**src/rtl/operand_fetch.sv**
```systemverilog
// Operand fetch: register-file read addressing, ID/EX pipeline register,
// load-use stall detection and EX/MEM, MEM/WB operand forwarding.
module operand_fetch #(
    parameter int unsigned XLEN = 32,
    parameter int unsigned AW   = 5
) (
    input  logic            i_clk,
    input  logic            i_rst,
    input  logic            i_id_valid,
    input  logic [AW-1:0]   i_id_rs1,
    input  logic [AW-1:0]   i_id_rs2,
    input  logic [AW-1:0]   i_id_rd,
    input  logic            i_id_reg_write,
    input  logic            i_id_mem_read,
    output logic [AW-1:0]   o_rr1,
    output logic [AW-1:0]   o_rr2,
    input  logic [XLEN-1:0] i_rf_rd1,
    input  logic [XLEN-1:0] i_rf_rd2,
    input  logic            i_flush,
    input  logic            i_ex_hold,
    input  logic            i_mem_reg_write,
    input  logic [AW-1:0]   i_mem_rd,
    input  logic [XLEN-1:0] i_mem_result,
    input  logic            i_wb_reg_write,
    input  logic [AW-1:0]   i_wb_rd,
    input  logic [XLEN-1:0] i_wb_data,
    output logic            o_stall,
    output logic            o_ex_valid,
    output logic [AW-1:0]   o_ex_rd,
    output logic            o_ex_reg_write,
    output logic            o_ex_mem_read,
    output logic [XLEN-1:0] o_ex_op_a,
    output logic [XLEN-1:0] o_ex_op_b
);

    logic            r_valid;
    logic [AW-1:0]   r_rs1;
    logic [AW-1:0]   r_rs2;
    logic [AW-1:0]   r_rd;
    logic            r_reg_write;
    logic            r_mem_read;
    logic [XLEN-1:0] r_v1;
    logic [XLEN-1:0] r_v2;

    logic            w_hazard;
    logic            w_bubble;

    assign o_rr1 = i_id_rs1;
    assign o_rr2 = i_id_rs2;

    assign w_hazard = r_valid && r_mem_read && (r_rd != '0) && i_id_valid &&
                      ((r_rd == i_id_rs1) || (r_rd == i_id_rs2));
    assign w_bubble = i_flush || w_hazard;
    assign o_stall  = (w_hazard || i_ex_hold) && !i_flush;

    always_ff @(posedge i_clk) begin
        if (i_rst) begin
            r_valid     <= 1'b0;
            r_rs1       <= '0;
            r_rs2       <= '0;
            r_rd        <= '0;
            r_reg_write <= 1'b0;
            r_mem_read  <= 1'b0;
            r_v1        <= '0;
            r_v2        <= '0;
        end else if (!i_ex_hold) begin
            // Bubble only clears the control bits; the data fields are don't-care.
            r_valid     <= w_bubble ? 1'b0 : i_id_valid;
            r_reg_write <= w_bubble ? 1'b0 : i_id_reg_write;
            r_mem_read  <= w_bubble ? 1'b0 : i_id_mem_read;
            r_rs1       <= i_id_rs1;
            r_rs2       <= i_id_rs2;
            r_rd        <= i_id_rd;
            r_v1        <= i_rf_rd1;
            r_v2        <= i_rf_rd2;
        end
    end

    function automatic logic [XLEN-1:0] fwd_sel(
        input logic [AW-1:0]   rs,
        input logic [XLEN-1:0] v,
        input logic            mem_we,
        input logic [AW-1:0]   mem_rd,
        input logic [XLEN-1:0] mem_res,
        input logic            wb_we,
        input logic [AW-1:0]   wb_rd,
        input logic [XLEN-1:0] wb_dat
    );
        logic [XLEN-1:0] res;
        // rs==0 is tested first, so a source with rd==0 can never match.
        if (rs == '0) begin
            res = '0;
        end else if (mem_we && (mem_rd == rs)) begin
            res = mem_res;
        end else if (wb_we && (wb_rd == rs)) begin
            res = wb_dat;
        end else begin
            res = v;
        end
        return res;
    endfunction

    always_comb begin
        o_ex_op_a = fwd_sel(r_rs1, r_v1, i_mem_reg_write, i_mem_rd, i_mem_result,
                            i_wb_reg_write, i_wb_rd, i_wb_data);
        o_ex_op_b = fwd_sel(r_rs2, r_v2, i_mem_reg_write, i_mem_rd, i_mem_result,
                            i_wb_reg_write, i_wb_rd, i_wb_data);
    end

    assign o_ex_valid     = r_valid;
    assign o_ex_rd        = r_rd;
    assign o_ex_reg_write = r_reg_write;
    assign o_ex_mem_read  = r_mem_read;

endmodule

```
**config.mk**
```make
export PLATFORM = sky130hd
export DESIGN_NAME = operand_fetch
export DESIGN_NICKNAME = d
export VERILOG_FILES = /design/src/rtl/operand_fetch.sv
export SDC_FILE = /design/constraint.sdc
export NUM_CORES = 1
export LEC_CHECK = 0
export ABC_AREA = 1
export CAP_MARGIN = 10
export CORE_ASPECT_RATIO = 1.75
export CORE_UTILIZATION = 40
export CTS_CLUSTER_SIZE = 28
export DETAILED_ROUTE_END_ITERATION = 8
export GPL_ROUTABILITY_DRIVEN = 0
export PLACE_DENSITY = 0.89
export SLEW_MARGIN = 25
export SYNTH_ARGS = -nofsm -noshare
export SYNTH_HDL_FRONTEND = slang
export SYNTH_SLANG_ARGS = --single-unit
```
**constraint.sdc**
```tcl
create_clock -name i_clk -period 4.16 [get_ports i_clk]
set_clock_uncertainty 0.05 [all_clocks]
set_input_delay 0.416 -clock i_clk [delete_from_list [all_inputs] [get_ports i_clk]]
set_output_delay 0.416 -clock i_clk [all_outputs]
set_load 0.05 [all_outputs]
```
==> results of run 1 <==
[power by group through the flow]
stage	Sequential, mW	Clock, mW	Combinational, mW
2_1_floorplan	0.884	0	0.517
3_3_place_gp	0.877	0	0.887
3_5_place_dp	0.878	0	0.893
4_1_cts	0.861	0.851	0.895
5_1_grt	0.867	0.883	0.963
6_report	0.862	0.832	0.903
[synth_stat cells]
cell type / instances
buf_2: 40
nor2_2: 2
nand3_1: 72
inv_2: 10
nand3_2: 3
nand2_1: 300
buf_1: 2
clkinv_1: 2
clkbuf_1: 27
xor2_1: 1
a211oi_1: 14
o21ai_0: 3
a21oi_2: 4
o21ai_1: 2
o22ai_1: 8
buf_4: 10
a21oi_1: 72
nand4_1: 66
xnor2_1: 2
dfxtp_1: 82
inv_1: 85
nor3_2: 2
nor2_1: 156
[worst reg2reg max path, cell delays in order, from the launching register on]
cell,delay [ns]
dfxtp_1,0.39
inv_1,0.14
nand2_1,0.08
nand2_1,0.04
nor2_1,0.22
nand3_1,0.11
nand2_1,0.09
nand2_1,0.10
nand3_1,0.10
a21oi_1,0.07
[how the worst min path moves through the flow]
stage | slack (ns) | to | startpoint
final | 0.41 | r_v2[14] | r_v2[14]
after global routing | 0.43 | r_v2[15] | r_v2[15]
after CTS | 0.41 | r_v2[3] | r_v2[3]
after detailed placement | 0.41 | r_v2[16] | r_v2[16]
after global placement | 0.40 | r_v2[6] | r_v2[6]
after floorplan | 0.39 | r_v1[12] | r_v1[12]
[sequential cells by signal, summed over array words and instances, names as in the netlist]
name            count
r_v1               32
r_rs1               5
o_ex_rd             5
o_ex_valid          1
r_rs2               5
o_ex_reg_write      1
o_ex_mem_read       1
r_v2               32
[metal layers]
metal,up-vias,track usage (%)
li1,3454,-
met1,3219,29.61
met2,418,55.05
met3,95,5.379
met4,0,21.39
met5,-,0
[logic make-up (layout without fill, tap and decap cells)]
| family | Yosys count | in the layout |
|---|---|---|
| AO/OA/AOI/OAI | 103 | 103 |
| XOR/XNOR | 3 | 3 |
| buffers and inverters | 176 | 370 |
| flip-flops | 82 | 82 |
| AND/OR/NAND/NOR | 601 | 601 |
[cell type report]
class                   instances  area (um2)  area share, %
inverters                      97       364.1          4.471
flip-flops and latches         82        1642          20.16
multi-input cells             707        3202          39.31
clock inverters                 5       81.33         0.9986
repair buffers                259        2412          29.62
clock buffers                   9       225.2          2.765
well taps                     174       217.7          2.673
[through the flow]
step / setup WS (ns) / utilization (%) / std cells / power, mW
4_1_cts: 0.8650 / 60.54 / 1333 / 2.607
3_3_place_gp: 0.9326 / 58.26 / 1319 / 1.763
5_1_grt: 0.5898 / 60.54 / 1333 / 2.712
2_1_floorplan: 1.698 / - / 965 / 1.401
3_5_place_dp: 0.8610 / 58.26 / 1319 / 1.771
6_report: 0.8430 / 60.54 / 1333 / 2.597
==> results.cfg, run 1 <==
[logic_synthesis]
avgSynthCellArea_um2 = 5.740
synth-compound-area-share_pct = 10.39
synth_area_leaders = dfxtp_1 30%, nand2_1 20%, nor2_1 11%
yosysSeqAreaShare_pct = 29.64
synth_mux_area_share_pct = 0
synth.distinct_cells = 23
synth.ff_latch_count = 82
syn_inst = 965
yosysTopAreaCell = dfxtp_1
syn_area_mm2 = 0.005539
synth_top_family_by_area = simple AND/OR/NAND/NOR gates
synth.top_cell.area_share_pct = 29.64
syn_nets = 1127
ys.warnings.count = 0
synthXorXnorAreaFrac_pct = 0.4744
synthAdderAreaFrac_pct = 0
yosys.area_share.simple_pct = 45.99

[routing]
num_vias = 7186
vias_per_cell = 5.391
drt_wl_total_mm = 21.63
top_layer = met4
drc = 0
routedWlPerCell_um = 16.23
wl_met3_mm = 1.610
ant_nets = 0
wl_met1_mm = 7.494
first_pass_iters = 7
met2WireLength_mm = 11.26
drt-initial-drc-count = 539

[floorplan]
row_count = 56
die_h_um = 157.7
start_util_pct = 41.17
coreArea_mm2 = 0.01345
die_w_um = 90.96
io_pins = 245
dieArea_mm2 = 0.01434

[critical_path]
worstSetupEndpoint = o_ex_op_a[1]
path_class = primary input to primary output
startpoint = i_mem_rd[2]
timing.rr.start = o_ex_rd[3]
crit_chain = clkdlybuf4s50_1 -> inv_1 -> o22ai_1 -> a21oi_1 -> nand3_2 -> buf_4 -> nor2_1 -> nor2_1 -> nand2_1 -> inv_1 -> buf_4
ff2ff_setup_slack_ns = 2.62
startpoint_type = primary input
critPathTopFamily = buffers and inverters
cp.depth = 11
reg2reg_to = o_ex_reg_write
crit_slowest_cell = nand3_2
max_stage_delay_ns = 0.68
arrival_ns = 2.85
cp_max_fo = 38
r2r_cells = 9
worstPathRequired_ns = 3.69
crit_buf_inv = 5
crit_path_end_kind = primary output

[clocking]
clock_latency_ns = 0.34
cts_max_level = 3
cts_buffers = 9
cts.clk_slew.worst_paths_ns = 0.05
clk_path_buf_depth = 2
hold_buffers = 0
cts_resized = 0
cts_tree = yes
cts-root-buf = clkbuf_16
cts_setup_buffers = 0
cts.sinks = 82

[timing]
hold_slack_ns = 0.4144
worst_pin_slew_ns = 0.9953
period_minus_slack_ns = 3.317
setup_viol = 0
finalHoldViolations = 0
finalCritPeriodShare_pct = 79.73
rsz0062_at_grt = false
fmax_mhz = 301.5
tns_ns = 0
slew_viol_final = 0
max_slew_margin_pct = 33.65

[finish]
fill_cells = 1283
drive_above_1_share_pct = 10.09
area_growth_syn_to_layout_pct = 47.03
final_cell_mix = 300 x nand2_1, 178 x clkdlybuf4s50_1, 156 x nor2_1
fin_nets = 1318
mostFrequentLayoutCell = nand2_1
design_area_mm2 = 0.008144
diodes = 0

[power_and_ir_drop]
seqPwrFrac_pct = 33.2
power_frac_clock_pct = 32.0
irDropWorstVdd_mv = 0.1926
powerDensity_mw_per_mm2 = 318.8
p_sw_share_pct = 35.02
total_leakage_power_nw = 3.987
p_int_mw = 1.687
switchingPower_uw = 909.2
comb_power_share_pct = 34.8

[grt]
grt_max_degree = 97
grtUsageTotal_pct = 29.71
antenna_found_initial = 0
grt-ovfl-total = 0
grt_pass1_wl_mm = 33.50
grt_pass1_vias = 6960

[worst_hold_path]
hold_path_class = register to register
min_path_cells = 2

[place]
dpl.hpwl_mm = 15.33
io_buffers = 244
place_area_mm2 = 0.007838

[flow_run]
maxCapViolations = 0

[status]
status = completed
Note: power is estimated with default switching activity, not from simulation.
==> run 2, diff against run 1 <==
==> constraint.sdc (replaced) <==
create_clock -name i_clk -period 3.38 [get_ports i_clk]
set_clock_uncertainty 0.05 [all_clocks]
set_input_delay 0.338 -clock i_clk [delete_from_list [all_inputs] [get_ports i_clk]]
set_output_delay 0.338 -clock i_clk [all_outputs]
set_load 0.05 [all_outputs]
==> results.cfg, run 2 (synthesis results as in run 1) <==
[status]
status = completed

[floorplan]
coreArea_mm2 = 0.01345
io_pins = 245
die_h_um = 157.7
die_w_um = 90.96
start_util_pct = 41.17
row_count = 56
dieArea_mm2 = 0.01434

[routing]
vias_per_cell = 5.319
routedWlPerCell_um = 15.49
first_pass_iters = 7
num_vias = 7122
drt-initial-drc-count = 463
ant_nets = 0
drc = 0
drt_wl_total_mm = 20.74

[timing]
rsz0062_at_grt = false
finalHoldViolations = 0
tns_ns = 0
max_slew_margin_pct = 34.90
fin_ws_ns = 0.5222
period_minus_slack_ns = 2.858
finalCritPeriodShare_pct = 84.55
slew_viol_final = 0
setup_viol = 0
worst_pin_slew_ns = 0.9766
fmax_mhz = 349.9

[power_and_ir_drop]
powerDensity_mw_per_mm2 = 398.9
seqPwrFrac_pct = 32.5
p_sw_share_pct = 33.84
comb_power_share_pct = 33.8
p_int_mw = 2.162
total_power_mw = 3.267
total_leakage_power_nw = 4.011
irDropWorstVdd_mv = 0.3873
power_frac_clock_pct = 33.8
switchingPower_mw = 1.105

[grt]
grt_max_degree = 97
antenna_found_initial = 0
grt_pass1_vias = 6697
grt_pass1_wl_mm = 32.34
grt-ovfl-total = 0
grtUsageTotal_pct = 28.75

[finish]
area_growth_syn_to_layout_pct = 47.87
fill_cells = 1299
fin_nets = 1322
top_regs = r_v1 x32, r_v2 x32
diodes = 0
final_cell_mix = 300 x nand2_1, 178 x clkdlybuf4s50_1, 156 x nor2_1
drive_above_1_share_pct = 10.39
mostFrequentLayoutCell = nand2_1

[critical_path]
crit_path_end_kind = primary output
arrival_ns = 2.47
worstSetupEndpoint = o_stall
path_class = primary input to primary output
reg2reg_to = o_ex_reg_write
cp_max_fo = 4
ff2ff_setup_slack_ns = 1.90
crit_chain = clkdlybuf4s50_1 -> inv_1 -> nand2_1 -> nand2_1 -> nor2_1 -> nand3_1 -> nand2_1 -> nand2_1 -> a21oi_1 -> clkdlybuf4s50_1
r2r_cells = 9
max_stage_delay_ns = 0.81
worstPathRequired_ns = 2.99
startpoint_type = primary input
path_common_cell = nand2_1
crit_slowest_cell = clkdlybuf4s50_1
timing.rr.start = o_ex_rd[2]
startpoint = i_id_rs1[3]

[flow_run]
maxCapViolations = 0

[clocking]
cts_resized = 0
hold_buffers = 0
cts.sinks = 82
clk_path_buf_depth = 2
cts-root-buf = clkbuf_16
cts_setup_buffers = 0
cts.clk_slew.worst_paths_ns = 0.06
cts_buffers = 9
clock_latency_ns = 0.34
cts_tree = yes
cts_max_level = 3

[place]
io_buffers = 244
place_ws_ns = 0.5214
dpl.hpwl_mm = 15.05

[worst_hold_path]
hold_path_class = register to register
[run 2: changes by cell type in the layout (fill, tap and decap cells not counted)]
cell / change
buf_12: -1
buf_4: +5
bufinv_16: +1
clkbuf_1: +2
clkinv_4: -1
[run 2: final cells by class]
| type | count | area [um2] | area share (%) |
|---|---|---|---|
| Timing Repair Buffer | 263 | 2430 | 29.67 |
| Sequential cell | 82 | 1642 | 20.04 |
| Multi-Input combinational cell | 707 | 3202 | 39.09 |
| Clock inverter | 5 | 102.6 | 1.253 |
| Tap cell | 174 | 217.7 | 2.658 |
| Clock buffer | 11 | 232.7 | 2.841 |
| Inverter | 97 | 364.1 | 4.445 |
[run 2: worst min-delay path by stage]
| stage | startpoint | end | slack, ns | cells after the start |
|---|---|---|---|---|
| floorplan | r_v1[12] | r_v1[12] | 0.39 | 2 |
| global placement | r_v1[12] | r_v1[12] | 0.40 | 2 |
| detailed placement | r_v1[24] | r_v1[24] | 0.41 | 2 |
| CTS | r_v1[24] | r_v1[24] | 0.42 | 2 |
| global route | r_v1[12] | r_v1[12] | 0.43 | 2 |
| finish | r_v1[4] | r_v1[4] | 0.41 | 2 |
[run 2: per-layer routing]
layer	global-route usage [%]	wire length [um]	up-vias
met5	0	0	-
met4	21.69	1412	0
met3	5.427	1410	91
met2	52.02	10720	378
met1	29.13	7192	3191
li1	-	-	3462
[run 2: critical path: cells and delay by family]
family / cells / cell delay (ns)
buffers and inverters: 3 / 1.39
and+or+nand+nor: 6 / 0.59
AOI/OAI and AO/OA: 1 / 0.14
[run 2: power by group through the flow]
stage,Combinational (mW),Sequential (mW),Clock [mW]
6_report,1.10,1.06,1.10
5_1_grt,1.18,1.07,1.17
4_1_cts,1.10,1.06,1.13
3_5_place_dp,1.10,1.08,0
3_3_place_gp,1.09,1.08,0
2_1_floorplan,0.636,1.09,0
[run 2: metrics by stage]
step,utilization (%),cells,hold WS [ns],cell area (um2)
final,60.88,1339,0.4146,8190
after global routing,60.88,1339,0.4284,8190
after CTS,60.88,1339,0.4151,8190
after detailed placement,58.39,1323,0.4056,7855
after global placement,58.39,1323,0.3953,7855
after floorplan,-,965,0.3864,5539
==> run 3, diff against run 2 <==
==> constraint.sdc (replaced) <==
create_clock -name i_clk -period 3 [get_ports i_clk]
set_clock_uncertainty 0.05 [all_clocks]
set_input_delay 0.3 -clock i_clk [delete_from_list [all_inputs] [get_ports i_clk]]
set_output_delay 0.3 -clock i_clk [all_outputs]
set_load 0.05 [all_outputs]
==> results.cfg, run 3 (synthesis results as in run 1) <==
[place]
dpl.hpwl_mm = 15.07
io_buffers = 244
place_area_mm2 = 0.007870
place_inst = 1322

[clocking]
cts_max_level = 3
clock_latency_ns = 0.34
cts_tree = yes
clk_path_buf_depth = 2
cts-root-buf = clkbuf_16
hold_buffers = 0
cts_resized = 0
cts.clk_slew.worst_paths_ns = 0.06
cts_setup_buffers = 0
cts.sinks = 82
cts_buffers = 9

[worst_hold_path]
min_path_cells = 4
hold_path_class = primary input to register
holdPathEnd = r_v1[30]
min-delay-start = i_ex_hold

[routing]
drc = 0
vias_per_cell = 5.361
num_vias = 7173
drt-initial-drc-count = 446
ant_nets = 0
first_pass_iters = 7
drt_wl_total_mm = 21.41
routedWlPerCell_um = 16.00

[critical_path]
arrival_ns = 2.21
reg2reg_to = o_ex_reg_write
cp_max_fo = 64
startpoint_type = primary input
r2r_cells = 9
timing.rr.start = o_ex_rd[3]
path_class = primary input to primary output
worstPathRequired_ns = 2.65
crit_path_end_kind = primary output
ff2ff_setup_slack_ns = 1.52

[power_and_ir_drop]
powerDensity_mw_per_mm2 = 439.1
switchingPower_mw = 1.276
total_leakage_power_nw = 4.005
irDropWorstVdd_mv = 0.2670
p_int_mw = 2.314
comb_power_share_pct = 35.1
power_frac_clock_pct = 31.7
seqPwrFrac_pct = 33.3
p_sw_share_pct = 35.55

[floorplan]
die_w_um = 90.96
coreArea_mm2 = 0.01345
io_pins = 245
die_h_um = 157.7
row_count = 56
start_util_pct = 41.17
dieArea_mm2 = 0.01434

[grt]
grt_pass1_wl_mm = 32.38
grt_max_degree = 97
grt_pass1_vias = 6689
grtUsageTotal_pct = 28.95
grt-ovfl-total = 0
antenna_found_initial = 0

[timing]
period_minus_slack_ns = 2.559
worst_pin_slew_ns = 0.9908
tns_ns = 0
setup_viol = 0
max_slew_margin_pct = 33.95
finalCritPeriodShare_pct = 85.28
finalHoldViolations = 0
rsz0062_at_grt = false
slew_viol_final = 0
hold_slack_ns = 0.3833
fmax_mhz = 390.9

[finish]
top_regs = r_v1 x32, r_v2 x32
multi_input_area_mm2 = 0.003202
drive_above_1_share_pct = 10.48
design_area_mm2 = 0.008177
diodes = 0
fin_cells = 1338
mostFrequentLayoutCell = nand2_1
area_growth_syn_to_layout_pct = 47.62
final_cell_mix = 300 x nand2_1, 177 x clkdlybuf4s50_1, 156 x nor2_1
fill_cells = 1277
ff_latch_area_mm2 = 0.001642
fin_nets = 1321

[flow_run]
maxCapViolations = 0

[status]
status = completed
-- run 3: area by class of cell --
cell class              count  area share, %
inverters                  97          4.453
clock buffers              12          3.137
multi-input cells         707          39.16
clock inverters             4         0.6121
repair buffers            262          29.90
well taps                 174          2.663
flip-flops and latches     82          20.08
-- run 3: power groups by stage --
stage,logic [mW],clock network (mW),registers [mW]
3_5_place_dp,1.25,0,1.22
5_1_grt,1.34,1.21,1.20
2_1_floorplan,0.717,0,1.23
6_report,1.26,1.14,1.19
3_3_place_gp,1.24,0,1.21
4_1_cts,1.25,1.15,1.19
-- run 3: critical path, cell delays in order --
cell,delay [ns]
clkdlybuf4s50_1,0.51
inv_1,0.06
o21ai_0,0.21
a21oi_1,0.08
nand3_2,0.10
buf_12,0.26
nor2_1,0.07
nor2_1,0.16
nand2_1,0.12
inv_1,0.07
buf_4,0.19
-- run 3: how the worst max path moves through the flow --
stage	from	slack, ns	depth (start not counted)	end
after floorplan	o_ex_rd[3]	0.65	8	o_stall
after global placement	i_wb_rd[0]	0.51	11	o_ex_op_a[18]
after detailed placement	i_mem_rd[4]	0.49	11	o_ex_op_a[19]
after CTS	i_mem_rd[4]	0.49	11	o_ex_op_a[19]
after global routing	i_mem_rd[4]	0.34	11	o_ex_op_a[19]
final	i_mem_rd[4]	0.44	11	o_ex_op_a[19]
-- run 3: metrics by stage --
| stage | worst slack (ns) | total power, mW | utilization (%) |
|---|---|---|---|
| floorplan | 0.6540 | 1.943 | - |
| global placement | 0.5149 | 2.450 | 58.50 |
| detailed placement | 0.4891 | 2.463 | 58.50 |
| CTS | 0.4858 | 3.592 | 60.78 |
| global route | 0.3423 | 3.745 | 60.78 |
| finish | 0.4415 | 3.590 | 60.78 |
-- run 3: routing by layer --
layer	vias to the layer above	track usage, %	share of wire, %
li1	3466	-	-
met1	3247	29.37	35
met2	372	52.67	52
met3	88	5.476	6.8
met4	0	21.16	5.9
met5	-	0	0
